`src/rtl/vending_machine_acc_if.sv`:
```
// Purpose : bus bundle between the coin/select front-end and the
//           multi-item vending controller.
// Ports   : master drives coin/sel/sel_valid/cancel and observes results;
//           slave (the controller) does the reverse.
interface vending_machine_acc_if #(
  parameter int unsigned N_ITEMS  = 3,
  parameter int unsigned CREDIT_W = 8
);
  localparam int unsigned SW = (N_ITEMS > 1) ? $clog2(N_ITEMS) : 1;

  logic [1:0]          coin;
  logic [SW-1:0]       sel;
  logic                sel_valid;
  logic                cancel;
  logic [N_ITEMS-1:0]  dispense;
  logic                change_valid;
  logic [CREDIT_W-1:0] change;
  logic [CREDIT_W-1:0] credit;
  logic [1:0]          err;
  logic                coin_reject;
  logic                busy;

  modport master (
    output coin, sel, sel_valid, cancel,
    input  dispense, change_valid, change, credit, err, coin_reject, busy
  );

  modport slave (
    input  coin, sel, sel_valid, cancel,
    output dispense, change_valid, change, credit, err, coin_reject, busy
  );
endinterface

```
`src/rtl/vending_machine_acc.sv`:
```
// Purpose : multi-coin, multi-item vending controller. Accumulates credit,
//           checks select requests against stock and price, dispenses one
//           item for one cycle, then returns change for one cycle.
// Ports   : clk  - rising-edge clock
//           rst  - synchronous active-low reset
//           bus  - slave side of vending_machine_acc_if (coin, sel,
//                  sel_valid, cancel in; dispense, change_valid, change,
//                  credit, err, coin_reject, busy out; all outputs registered)
module vending_machine_acc #(
  parameter int unsigned                  N_ITEMS     = 3,
  parameter int unsigned                  CREDIT_W    = 8,
  parameter logic [N_ITEMS*CREDIT_W-1:0]  ITEM_PRICES = {8'd20, 8'd10, 8'd5},
  parameter int unsigned                  COIN1_VAL   = 5,
  parameter int unsigned                  COIN2_VAL   = 10,
  parameter int unsigned                  COIN3_VAL   = 20,
  parameter int unsigned                  MAX_CREDIT  = 255,
  parameter int unsigned                  STOCK_W     = 4,
  parameter int unsigned                  STOCK_INIT  = 2
) (
  input logic                 clk,
  input logic                 rst,
  vending_machine_acc_if.slave bus
);
  localparam int unsigned SW    = (N_ITEMS > 1) ? $clog2(N_ITEMS) : 1;
  localparam int unsigned SUM_W = CREDIT_W + 1;

  localparam logic [1:0] ERR_NONE    = 2'b00;
  localparam logic [1:0] ERR_SEL     = 2'b01;
  localparam logic [1:0] ERR_SOLDOUT = 2'b10;
  localparam logic [1:0] ERR_CREDIT  = 2'b11;

  typedef enum logic [1:0] {IDLE, COLLECT, DISPENSE, CHANGE} state_t;

  state_t              state;
  logic [CREDIT_W-1:0] credit_q;
  logic [CREDIT_W-1:0] change_q;
  logic [STOCK_W-1:0]  stock_q [N_ITEMS];
  logic [N_ITEMS-1:0]  disp_q;
  logic                cv_q;
  logic                busy_q;
  logic [1:0]          err_q;
  logic                rej_q;

  logic [SUM_W-1:0]    coin_val;
  logic [SUM_W-1:0]    coin_sum;
  logic                coin_fits;
  logic                coin_any;
  logic                sel_ok;
  logic [CREDIT_W-1:0] price_sel;
  logic [STOCK_W-1:0]  stock_sel;
  logic [N_ITEMS-1:0]  sel_onehot;

  // Coin decode and ceiling check; the extra bit keeps the sum from wrapping.
  always_comb begin
    coin_val = '0;
    case (bus.coin)
      2'b01:   coin_val = SUM_W'(COIN1_VAL);
      2'b10:   coin_val = SUM_W'(COIN2_VAL);
      2'b11:   coin_val = SUM_W'(COIN3_VAL);
      default: coin_val = '0;
    endcase
    coin_sum  = {1'b0, credit_q} + coin_val;
    coin_fits = (coin_sum <= SUM_W'(MAX_CREDIT));
    coin_any  = (bus.coin != 2'b00);
  end

  // Price/stock lookup for the selected item; out-of-range sel reads zero.
  always_comb begin
    price_sel  = '0;
    stock_sel  = '0;
    sel_ok     = (32'(bus.sel) < N_ITEMS);
    sel_onehot = N_ITEMS'(1) << bus.sel;
    for (int i = 0; i < int'(N_ITEMS); i++) begin
      if (bus.sel == SW'(i)) begin
        price_sel = ITEM_PRICES[i*CREDIT_W +: CREDIT_W];
        stock_sel = stock_q[i];
      end
    end
  end

  // Controller FSM with registered outputs and pulse flags.
  always_ff @(posedge clk) begin
    if (!rst) begin
      state    <= IDLE;
      credit_q <= '0;
      change_q <= '0;
      disp_q   <= '0;
      cv_q     <= 1'b0;
      busy_q   <= 1'b0;
      err_q    <= ERR_NONE;
      rej_q    <= 1'b0;
      for (int i = 0; i < int'(N_ITEMS); i++) stock_q[i] <= STOCK_W'(STOCK_INIT);
    end else begin
      err_q  <= ERR_NONE;
      rej_q  <= 1'b0;
      disp_q <= '0;
      cv_q   <= 1'b0;
      busy_q <= 1'b0;
      case (state)
        IDLE, COLLECT: begin
          if (bus.cancel) begin
            // Cancel wins; a coin in the same cycle is refused.
            rej_q <= coin_any;
            if (credit_q != '0) begin
              change_q <= credit_q;
              credit_q <= '0;
              cv_q     <= 1'b1;
              busy_q   <= 1'b1;
              state    <= CHANGE;
            end
          end else if (bus.sel_valid) begin
            rej_q <= coin_any;
            if (!sel_ok)                   err_q <= ERR_SEL;
            else if (stock_sel == '0)      err_q <= ERR_SOLDOUT;
            else if (credit_q < price_sel) err_q <= ERR_CREDIT;
            else begin
              change_q <= credit_q - price_sel;
              credit_q <= '0;
              for (int i = 0; i < int'(N_ITEMS); i++) begin
                if (bus.sel == SW'(i)) stock_q[i] <= stock_sel - STOCK_W'(1);
              end
              disp_q <= sel_onehot;
              busy_q <= 1'b1;
              state  <= DISPENSE;
            end
          end else if (coin_any) begin
            if (coin_fits) begin
              credit_q <= CREDIT_W'(coin_sum);
              state    <= COLLECT;
            end else begin
              rej_q <= 1'b1;
            end
          end
        end
        DISPENSE: begin
          rej_q <= coin_any;
          if (change_q != '0) begin
            cv_q   <= 1'b1;
            busy_q <= 1'b1;
            state  <= CHANGE;
          end else begin
            state <= IDLE;
          end
        end
        CHANGE: begin
          rej_q    <= coin_any;
          change_q <= '0;
          state    <= IDLE;
        end
        default: state <= IDLE;
      endcase
    end
  end

  assign bus.dispense     = disp_q;
  assign bus.change_valid = cv_q;
  assign bus.change       = change_q;
  assign bus.credit       = credit_q;
  assign bus.err          = err_q;
  assign bus.coin_reject  = rej_q;
  assign bus.busy         = busy_q;
endmodule

```
`src/flat_wrapper.sv`:
```
// flat-port wrapper written by rule: the top's interface ports become plain ports
module vending_machine_acc_flat 
#(
  parameter int unsigned                  N_ITEMS     = 3,
  parameter int unsigned                  CREDIT_W    = 8,
  parameter logic [N_ITEMS*CREDIT_W-1:0]  ITEM_PRICES = {8'd20, 8'd10, 8'd5},
  parameter int unsigned                  COIN1_VAL   = 5,
  parameter int unsigned                  COIN2_VAL   = 10,
  parameter int unsigned                  COIN3_VAL   = 20,
  parameter int unsigned                  MAX_CREDIT  = 255,
  parameter int unsigned                  STOCK_W     = 4,
  parameter int unsigned                  STOCK_INIT  = 2
)
  (clk, rst, bus_coin, bus_sel, bus_sel_valid, bus_cancel, bus_dispense, bus_change_valid, bus_change, bus_credit, bus_err, bus_coin_reject, bus_busy);
  vending_machine_acc_if #(.N_ITEMS(N_ITEMS), .CREDIT_W(CREDIT_W)) bus_i ();
  input logic clk;
  input logic rst;
  input wire logic [$bits(bus_i.coin)-1:0] bus_coin;
  input wire logic [$bits(bus_i.sel)-1:0] bus_sel;
  input wire logic [$bits(bus_i.sel_valid)-1:0] bus_sel_valid;
  input wire logic [$bits(bus_i.cancel)-1:0] bus_cancel;
  output wire logic [$bits(bus_i.dispense)-1:0] bus_dispense;
  output wire logic [$bits(bus_i.change_valid)-1:0] bus_change_valid;
  output wire logic [$bits(bus_i.change)-1:0] bus_change;
  output wire logic [$bits(bus_i.credit)-1:0] bus_credit;
  output wire logic [$bits(bus_i.err)-1:0] bus_err;
  output wire logic [$bits(bus_i.coin_reject)-1:0] bus_coin_reject;
  output wire logic [$bits(bus_i.busy)-1:0] bus_busy;
  assign bus_i.coin = bus_coin;
  assign bus_i.sel = bus_sel;
  assign bus_i.sel_valid = bus_sel_valid;
  assign bus_i.cancel = bus_cancel;
  assign bus_dispense = bus_i.dispense;
  assign bus_change_valid = bus_i.change_valid;
  assign bus_change = bus_i.change;
  assign bus_credit = bus_i.credit;
  assign bus_err = bus_i.err;
  assign bus_coin_reject = bus_i.coin_reject;
  assign bus_busy = bus_i.busy;
  vending_machine_acc #(.N_ITEMS(N_ITEMS), .CREDIT_W(CREDIT_W), .ITEM_PRICES(ITEM_PRICES), .COIN1_VAL(COIN1_VAL), .COIN2_VAL(COIN2_VAL), .COIN3_VAL(COIN3_VAL), .MAX_CREDIT(MAX_CREDIT), .STOCK_W(STOCK_W), .STOCK_INIT(STOCK_INIT)) u_core (.clk(clk), .rst(rst), .bus(bus_i));
endmodule
```
`config.mk`:
```
export PLATFORM = sky130hd
export DESIGN_NAME = vending_machine_acc_flat
export DESIGN_NICKNAME = d
export VERILOG_FILES = /design/src/rtl/vending_machine_acc_if.sv /design/src/rtl/vending_machine_acc.sv /design/src/flat_wrapper.sv
export SDC_FILE = /design/constraint.sdc
export NUM_CORES = 1
export LEC_CHECK = 0
export ABC_AREA = 0
export ABC_CLOCK_PERIOD_IN_PS = 3680
export BUFFER_PORTS_ARGS = -buffer_cell sky130_fd_sc_hd__buf_2
export CAP_MARGIN = 5
export CORE_UTILIZATION = 57
export DETAILED_ROUTE_END_ITERATION = 8
export PLACE_DENSITY = 0.84
export SLEW_MARGIN = 20
export SYNTH_ARGS = -nofsm -noshare
export SYNTH_HDL_FRONTEND = slang
export SYNTH_SLANG_ARGS = --single-unit
```
`constraint.sdc`:
```
create_clock -name clk -period 3.68 [get_ports clk]
set_input_delay 1.104 -clock clk [delete_from_list [all_inputs] [get_ports clk]]
set_output_delay 1.104 -clock clk [all_outputs]
set_load 0.1 [all_outputs]
```
## After elaboration in Yosys (flattened, before gate mapping)

Memory sizes are Yosys's and may differ from the RTL's.
Cells that the tools add are included.

| word-level totals | value |
|---|---|
| flip-flop bits (word level) | 26 |
| memory bits (writable) | 12 |
| input port bits | 8 |
| output and inout port bits | 24 |
| logic and storage cells | 144 |
| memories | 1 |

| operators by class | value |
|---|---|
| add/sub/neg operators | 3 |
| $lt $le $gt $ge | 3 |
| eq/ne operators | 22 |
| shift operators | 1 |
| multiplexer cells | 81 |
| bitwise gates (word level) | 7 |
| reductions and logical operators | 17 |

Memories:

| memory | depth | bits a word | rd ports | clocked after Yosys merged registers in | write ports | RTL line | RTL |
|---|---|---|---|---|---|---|---|
| u_core.stock_q | 3 | 4 | 3 | 0 | 3 | vending_machine_acc.sv:37 | `logic [STOCK_W-1:0] stock_q [N_ITEMS];` |

Operators with widths:

| kind | count |
|---|---|
| two-way mux 8 bit | 14 |
| two-way mux 1 bit | 41 |
| two-way mux 4 bit | 7 |
| two-way mux 2 bit | 11 |
| one-hot mux 8 bit (2 select lines) | 1 |
| nonzero test 8 bit | 2 |
| inequality test 3 bit, second input constant | 5 |
| one-hot mux 5 bit (3 select lines) | 1 |
| inequality test 4 x 3 -> 1 bit, second input constant | 3 |
| AND reduction 6 bit | 2 |
| == test 2 bit, second input constant | 5 |
| adder 8 x 5 -> 9 bit | 1 |
| <= comparator 9 x 8 -> 1 bit, second input constant | 1 |
| < comparator 8 x 5 -> 1 bit | 1 |
| inequality test 4 bit, second input constant | 2 |
| subtractor 8 x 5 -> 8 bit | 1 |
| AND reduction 7 bit | 1 |
| OR reduction 7 bit | 1 |
| == test 2 x 1 -> 1 bit, second input constant | 3 |
| inequality test 3 x 2 -> 1 bit, second input constant | 2 |
| one-hot mux 1 bit (2 select lines) | 3 |
| one-hot mux 2 bit (3 select lines) | 1 |
| nonzero test 3 bit | 2 |
| two-way mux 5 bit | 1 |
| other kinds (14) | 22 |

## Depth between registers and ports, before layout

Gate-level depths: netlist of the first run.

| logic depth | value |
|---|---|
| depth in word-level cells | 14 |
| gate-level depth with buffers | 12 |
| mapped depth without buffers | 10 |

## Worst setup path before layout of the first run

OpenSTA, ideal clock, no wires.

| path | value |
|---|---|
| path kind | input to register |
| start point | input port bus_sel[0] |
| end point | register u_core.change_q[5] (netlist: u_core.bus.change[5]) |
| setup time | 0.084 ns |
| arrival | 3.187 ns |
| data required time | 3.596 ns |
| setup slack | 0.409 ns |
| stages | 12 |
| path buffers | 2 |
| path through | buf_2 > nor2_1 > ha_1 > inv_1 > fa_1 > a211oi_1 > o21ai_2 > o211ai_4 > a22o_2 > buf_2 > nand3_1 > o31ai_2 |

| on the way | value |
|---|---|
| cells in the longest elaborated chain, start to end | 11 |
| elaborated cells on any way between the ends | 23 |
| those cells by class | add/sub: 1; order compare: 2; eq/ne: 5; mux: 12; reduce/logical: 3 |

Ends and longest elaborated chain:

| element | RTL line | RTL |
|---|---|---|
| start, declared | flat_wrapper.sv:19 | `input wire logic [$bits(bus_i.sel)-1:0] bus_sel;` |
| logical NOT 2 bit | vending_machine_acc.sv:74 | `if (bus.sel == SW'(i)) begin` |
| two-way mux 3 bit | vending_machine_acc.sv:74 |  |
| two-way mux 4 bit | vending_machine_acc.sv:74 |  |
| two-way mux 5 bit | vending_machine_acc.sv:74 |  |
| subtractor 8 x 5 -> 8 bit | vending_machine_acc.sv:117 | `change_q <= credit_q - price_sel;` |
| two-way mux 8 bit | vending_machine_acc.sv:115 | `else if (credit_q < price_sel) err_q <= ERR_CREDIT;` |
| two-way mux 8 bit | vending_machine_acc.sv:114 | `else if (stock_sel == '0) err_q <= ERR_SOLDOUT;` |
| two-way mux 8 bit | vending_machine_acc.sv:113 | `if (!sel_ok) err_q <= ERR_SEL;` |
| two-way mux 8 bit | vending_machine_acc.sv:111 | `end else if (bus.sel_valid) begin` |
| two-way mux 8 bit | vending_machine_acc.sv:101 | `if (bus.cancel) begin` |
| one-hot mux 8 bit (2 select lines) | vending_machine_acc.sv:99 | `case (state)` |
| end signal, assigned | vending_machine_acc.sv:105 | `change_q <= credit_q;` |
| end signal, assigned | vending_machine_acc.sv:117 |  |
| end, declared | vending_machine_acc.sv:36 | `logic [CREDIT_W-1:0] change_q;` |

Parallel ways exist; a longest one is shown, timed or not. The select of a mux whose other input is x is not followed.
A chain may end at the register's enable or synchronous reset.

## Worst setup path in the final report of the first run

| path | value |
|---|---|
| start point | input port bus_sel[1] |
| end point | register u_core.change_q[0] (netlist: u_core.bus.change[0]) |

Same word-level chain as after synthesis.

==> key figures, run 1 <==
Final layout
  • Multi-input logic area: ~1200 µm²
  • # diodes: 0
  • FF/Latch Area: 881 µm²
  • Filler Cell Count: between 300 and 400
  • Nets: 294
  • Finished Core Util: a little under 70%
  • Synthesis-to-finish area growth: 15.2%
  • Layout cells sized above 1: about a fifth

Hold path
  • Min-Delay Path Class: register to register
  • Worst Hold Launch: u_core.bus.change[3]
  • Hold endpoint: u_core.bus.change[3]
  • Hold Path Cell Cnt: 2

Route
  • Total routed wirelength: approximately 5100 µm
  • Via-to-Cell Ratio: just over 6
  • Drc violations: 0
  • Wirelength per Cell: ~16 µm
  • DRT Pass-1 Iters: 4
  • Vias: between 1500 and 2000
  • DR iter-0 viols: about 160
  • Final ANT Viol Nets: 0

Logic synthesis
  • Count of different cell masters after synthesis: 50
  • Syn_area_per_cell: a little over 9 µm²
  • Synth warn: 0
  • Post-Synthesis Cell Area: roughly 2200 µm²
  • Top_reg_cell synth: dfxtp_1
  • Asr flop ratio synth: 0%
  • Synth Instances: between 200 and 250
  • Syn Nets: ~260
  • Post-synth EDFFs: 12
  • Sequential element share of the synthesized area: 39.8%
  • Number of synthesized register bits: 38

Power and ir drop
  • Power share of the clock group: between 30% and 40%
  • Sw Ratio: about a third
  • Flop pwr share: between 30% and 40%
  • Logic pwr share: roughly a quarter
  • Psw: between 300 and 400 µW
  • Worst vdd ir: between 200 and 250 µV
  • Leakage: between 0.001 and 0.0015 µW
  • Internal: 799 µW
  • PD cells: between 400 and 500 nW/µm²

Setup path
  • Reg-to-reg endpoint: u_core.bus.change[0]
  • Reg-to-reg slack, setup: 1.09 ns
  • FF-to-FF path depth: 11
  • Worst EP required: 3.87 ns
  • CP Class: input port to register
  • CP Max Fanout: 16
  • Reg2reg start: u_core.bus.credit[0]
  • Nature of the critical path startpoint: input port
  • Critical Path End Type: register
  • Worst EP arrival: roughly 3.5 ns

STA
  • Final TNS setup: 0 ns
  • Achievable Freq: between 300 and 400 MHz
  • Worst-Margin Slew: roughly 0.66 ns
  • Hold slack final: between 0.4 and 0.5 ns
  • RSZ-0062 raised after global routing: false
  • Final setup violation count: 0
  • Period Utilization, post-route: between 80 and 90%
  • Layout Skew: around 0.0050 ns
  • Final Hold Viols: 0
  • Final Slew Violations: 0
  • Max-slew headroom: a little under three fifths
  • Post-route minimum period: 3.27 ns

Global route
  • First-pass GRT wire length: ~8500 µm
  • Overall routing resource usage: 27.3%
  • GRT overflow: 0
  • Largest net degree at the start of global routing: 26
  • Initial antenna violation count: 0
  • Vias in the first global route: about 1800

CTS
  • Clk_lat worst skew: approximately 0.3 ns
  • Clock transition at the registers of the reported paths: roughly 0.070 ns
  • CTS resizes: 0
  • Clk buf depth: 2
  • Post-CTS Setup Bufs: 0
  • TritonCTS Sinks: 38
  • CTS tree: yes
  • CTS root buf: clkbuf_8
  • CTS Hold Bufs: 0
  • H-tree Lvls: 2
  • Num CTS Buffers: 5

Placed design
  • DP Wirelength: roughly 3800 µm
  • RD Place Congestion: approximately 0.9
  • IO buf count: 31

Die
  • Die height: between 60 and 70 µm
  • Site Rows: 22
  • I/O pin count: 32
  • Die area: roughly 4100 µm²
  • Die Wd: 64.3 µm
  • Starting Density: 60.0%
  • Core ar.: 3690 µm²

Outcome
  • Status: finished, final reports clean

Flow run
  • Max Cap Viol: 0
[routing by layer]
metal / up-vias / share of wire (%) / global-route usage [%]
met5: - / 0 / 0
met4: 0 / 1.5 / 11.9
met3: 8 / 6.7 / 6.79
met2: 83 / 49 / 43.4
met1: 909 / 43 / 34.9
li1: 951 / - / -
[critical path, stage by stage]
cell and delay, ns:
buf_2 0.14, and2b_1 0.31, inv_1 0.15, fa_1 0.44, a211oi_1 0.33, o21ai_2 0.11, buf_4 0.16, o211ai_4 0.10
a22o_2 0.38, nand3_1 0.14, o31ai_1 0.10
[final cells by class]
| cell class | count | area share, % |
|---|---|---|
| clock inverters | 3 | 2.70 |
| well taps | 48 | 2.36 |
| multi-input cells | 181 | 48.2 |
| repair buffers | 38 | 8.15 |
| clock buffers | 5 | 2.70 |
| inverters | 9 | 1.32 |
| flip-flops and latches | 38 | 34.5 |
[cell families (layout without fill, tap and decap cells)]
kind of cell               after synthesis  after routing  synth area share (%)
AOI/OAI and AO/OA                       67             67                  22.7
xor gates and xnor gates                 9              9                  3.56
adders and majority gates               13             13                  8.03
buffers and inverters                   24             55                  4.64
DFF                                     38             38                  39.8
muxes                                    5              5                  2.26
and+or+nand+nor                         87             87                  19.1
[cell usage in the layout (no fill, tap or decap), drive strengths merged, types with 3 or more instances in the layout]
cell type,synthesis,final
buf,6,38
dfxtp,26,26
o21ai,22,22
nor2,21,21
nand2,20,20
nand3,13,13
edfxtp,12,12
ha,11,11
a21oi,10,10
inv,9,9
o31ai,7,7
nor3,6,6
nor2b,5,5
mux2i,5,5
nand2b,5,5
a211oi,5,5
nor4,5,5
xnor2,5,5
clkbuf,9,5
xor2,4,4
o211ai,4,4
nand4,3,3
a21o,3,3
a31oi,3,3
[flip-flops by register name, indices dropped and copies added (netlist names)]
signal                   cells
u_core.bus.coin_reject       1
u_core.bus.credit            8
u_core.bus.dispense          3
u_core.bus.change_valid      1
u_core.bus.change            8
u_core.state                 2
u_core.stock_q              12
u_core.bus.busy              1
u_core.bus.err               2
[how the worst max path moves through the flow]
stage	start	to	cells after the start
floorplan	bus_sel[0]	u_core.bus.change[5]	12
global placement	bus_sel[1]	u_core.bus.change[3]	11
detailed placement	bus_sel[1]	u_core.bus.change[0]	11
CTS	bus_sel[1]	u_core.bus.change[0]	11
global route	bus_sel[1]	u_core.bus.change[0]	11
finish	bus_sel[1]	u_core.bus.change[0]	11
[power groups by stage]
stage               combinational, µW  clock (µW)  sequential [µW]
floorplan                         132           0              567
global placement                  271           0              475
detailed placement                277           0              476
CTS                               279         430              467
global route                      300         448              469
finish                            280         426              467
[per-stage QoR]
stage	total power [µW]	setup WS, ns	std cells	area [µm²]
after CTS	1180	0.398	322	2550
after global placement	747	0.236	314	2410
final	1170	0.409	322	2550
after global routing	1220	0.191	322	2550
after detailed placement	754	0.118	314	2410
after floorplan	699	0.409	243	2210
[synth_stat cells, drive strengths merged, types with 3 or more instances]
library cell	number	area share [%]
nor2	21	3.6
xor2	4	1.6
edfxtp	12	16
nor3	6	1.4
xnor2	5	2.0
nand2b	5	1.4
o21ai	22	5.1
o211ai	4	2.2
nand2	20	3.4
clkbuf	9	1.5
inv	9	1.5
ha	11	6.2
a21oi	10	2.3
o31ai	7	2.6
nand4	3	0.85
nor4	5	1.4
a211oi	5	1.7
nor2b	5	1.4
dfxtp	26	24
mux2i	5	2.3
nand3	13	2.9
buf	6	1.6
a21o	3	1.0
a31oi	3	0.85
(Power assumes the default switching activity.)
==> run 2: changes to the inputs <==
PLACE_DENSITY = 0.8   (was 0.84)
==> key figures, run 2 (synthesized netlist as in run 1, its figures left out) <==
Route
  • DRT Pass-1 Iters: 5
  • Drc violations: 0
  • DR iter-0 viols: between 100 and 150
  • Final ANT Viol Nets: 0
  • Wirelength per Cell: about 15 µm
  • Vias: 1915
  • Via-to-Cell Ratio: about 5.9
  • Total routed wirelength: approximately 4900 µm

Global route
  • GRT overflow: 0
  • Largest net degree at the start of global routing: 26
  • Overall routing resource usage: 26.5%
  • Vias in the first global route: about 1700
  • Initial antenna violation count: 0
  • First-pass GRT wire length: between 8000 and 9000 µm

STA
  • Achievable Freq: around 310 MHz
  • Final Hold Viols: 0
  • Post-route minimum period: 3.25 ns
  • Max-slew headroom: between 50% and 60%
  • Final Slew Violations: 0
  • RSZ-0062 raised after global routing: false
  • Final setup violation count: 0
  • Final TNS setup: 0 ns
  • Layout Skew: about 0.0052 ns
  • Hold slack final: slightly below 0.5 ns
  • Worst-Margin Slew: roughly 0.69 ns
  • Period Utilization, post-route: roughly nine tenths

CTS
  • Post-CTS Setup Bufs: 0
  • TritonCTS Sinks: 38
  • Clk_lat worst skew: slightly below 0.3 ns
  • Num CTS Buffers: 5
  • CTS Hold Bufs: 0
  • CTS root buf: clkbuf_8
  • CTS tree: yes
  • CTS resizes: 0
  • Clk buf depth: 2
  • H-tree Lvls: 2
  • Clock transition at the registers of the reported paths: ~0.07 ns

Die
  • Starting Density: 60.0%
  • I/O pin count: 32
  • Die Wd: between 60 and 70 µm
  • Core ar.: 3690 µm²
  • Die area: about 4100 µm²
  • Site Rows: 22
  • Die height: 64.3 µm

Placed design
  • RD Place Congestion: around 0.89
  • IO buf count: 31
  • DP Wirelength: 3680 µm

Power and ir drop
  • PD cells: about 460 nW/µm²
  • Worst vdd ir: between 200 and 300 µV
  • Leakage: about 0.0011 µW

Flow run
  • Max Cap Viol: 0

Final layout
  • Layout cells sized above 1: roughly 20%
  • Most common cell after layout, fill and taps aside: buf_2
  • Reg with most FFs: u_core.stock_q
  • Filler Cell Count: 310
  • Commonest cells after routing, fill and taps aside: 31 x buf_2, 26 x dfxtp_1, 21 x nor2_1, 21 x o21ai_0, 20 x nand2_1
  • Nets: approximately 300
  • Synthesis-to-finish area growth: 15.5%
  • Largest register FFs: 12
  • # diodes: 0

Outcome
  • Status: finished, final reports clean

Setup path
  • Critical-path top delay cell: fa_1
  • Worst EP arrival: between 3 and 4 ns
  • CP Class: input port to register
  • CP peak stage delay: 0.44 ns
  • Worst EP required: slightly below 4 ns
  • CP cell instances: buf_2 > nor2_1 > ha_1 > inv_1 > fa_1 > a211oi_1 > o21ai_2 > buf_4 > o211ai_4 > a22o_2 > a2bb2oi_1 > a21oi_1
  • Nature of the critical path startpoint: input port
  • CP Max Fanout: 16
  • Critical Path End Type: register

Hold path
  • Min-Delay Path Class: register to register
==> run 2: worst max-delay path: cells and delay by family <==
kind	cells	cell delay [ns]
AO/OA/AOI/OAI	6	1.21
adder cells (fa/ha/maj)	2	0.63
buffers and inverters	3	0.40
AND/OR/NAND/NOR	1	0.13
==> run 2: layout make-up <==
| cell class | instances | area [µm²] | share of cell area (%) |
|---|---|---|---|
| Clock buffer | 5 | 68.8 | 2.69 |
| Clock inverter | 3 | 68.8 | 2.69 |
| Inverter | 9 | 33.8 | 1.32 |
| Multi-Input combinational cell | 181 | 1230 | 48.1 |
| Sequential cell | 38 | 881 | 34.4 |
| Tap cell | 48 | 60.1 | 2.35 |
| Timing Repair Buffer | 39 | 215 | 8.41 |
==> run 2: per-layer routing <==
layer,wire length (µm),global-route usage [%],vias up
met4,56,8.06,0
met1,2320,35.2,886
met5,0,0,-
met3,270,5.71,4
met2,2290,42.8,70
li1,-,-,955
==> run 2: report_power, final <==
| part | switching, µW | total (µW) | internal (µW) |
|---|---|---|---|
| Sequential | 15.3 | 467 | 452 |
| Combinational | 203 | 279 | 76.0 |
| Clock | 155 | 427 | 272 |
==> run 2: metrics by stage <==
stage               std cells  utilization (%)  worst slack [ns]  total power (µW)  cell area, µm²
global placement          315             65.6             0.266               749            2420
detailed placement        315             65.6             0.189               753            2420
finish                    323             69.3             0.425              1170            2560
floorplan                 243                -             0.409               699            2210
CTS                       323             69.3             0.435              1180            2560
global route              323             69.3             0.283              1220            2560
==> run 2: final timing paths <==
path / start / endpoint / slack [ns] / cells after the start
hold reg to reg: u_core.bus.change[6] / u_core.bus.change[6] / 0.49 / 2
setup reg to reg: u_core.bus.credit[0] / u_core.bus.change[3] / 1.04 / 11
setup / recovery: bus_sel[1] / u_core.bus.change[3] / 0.43 / 12
hold / removal: u_core.bus.change[6] / u_core.bus.change[6] / 0.49 / 2
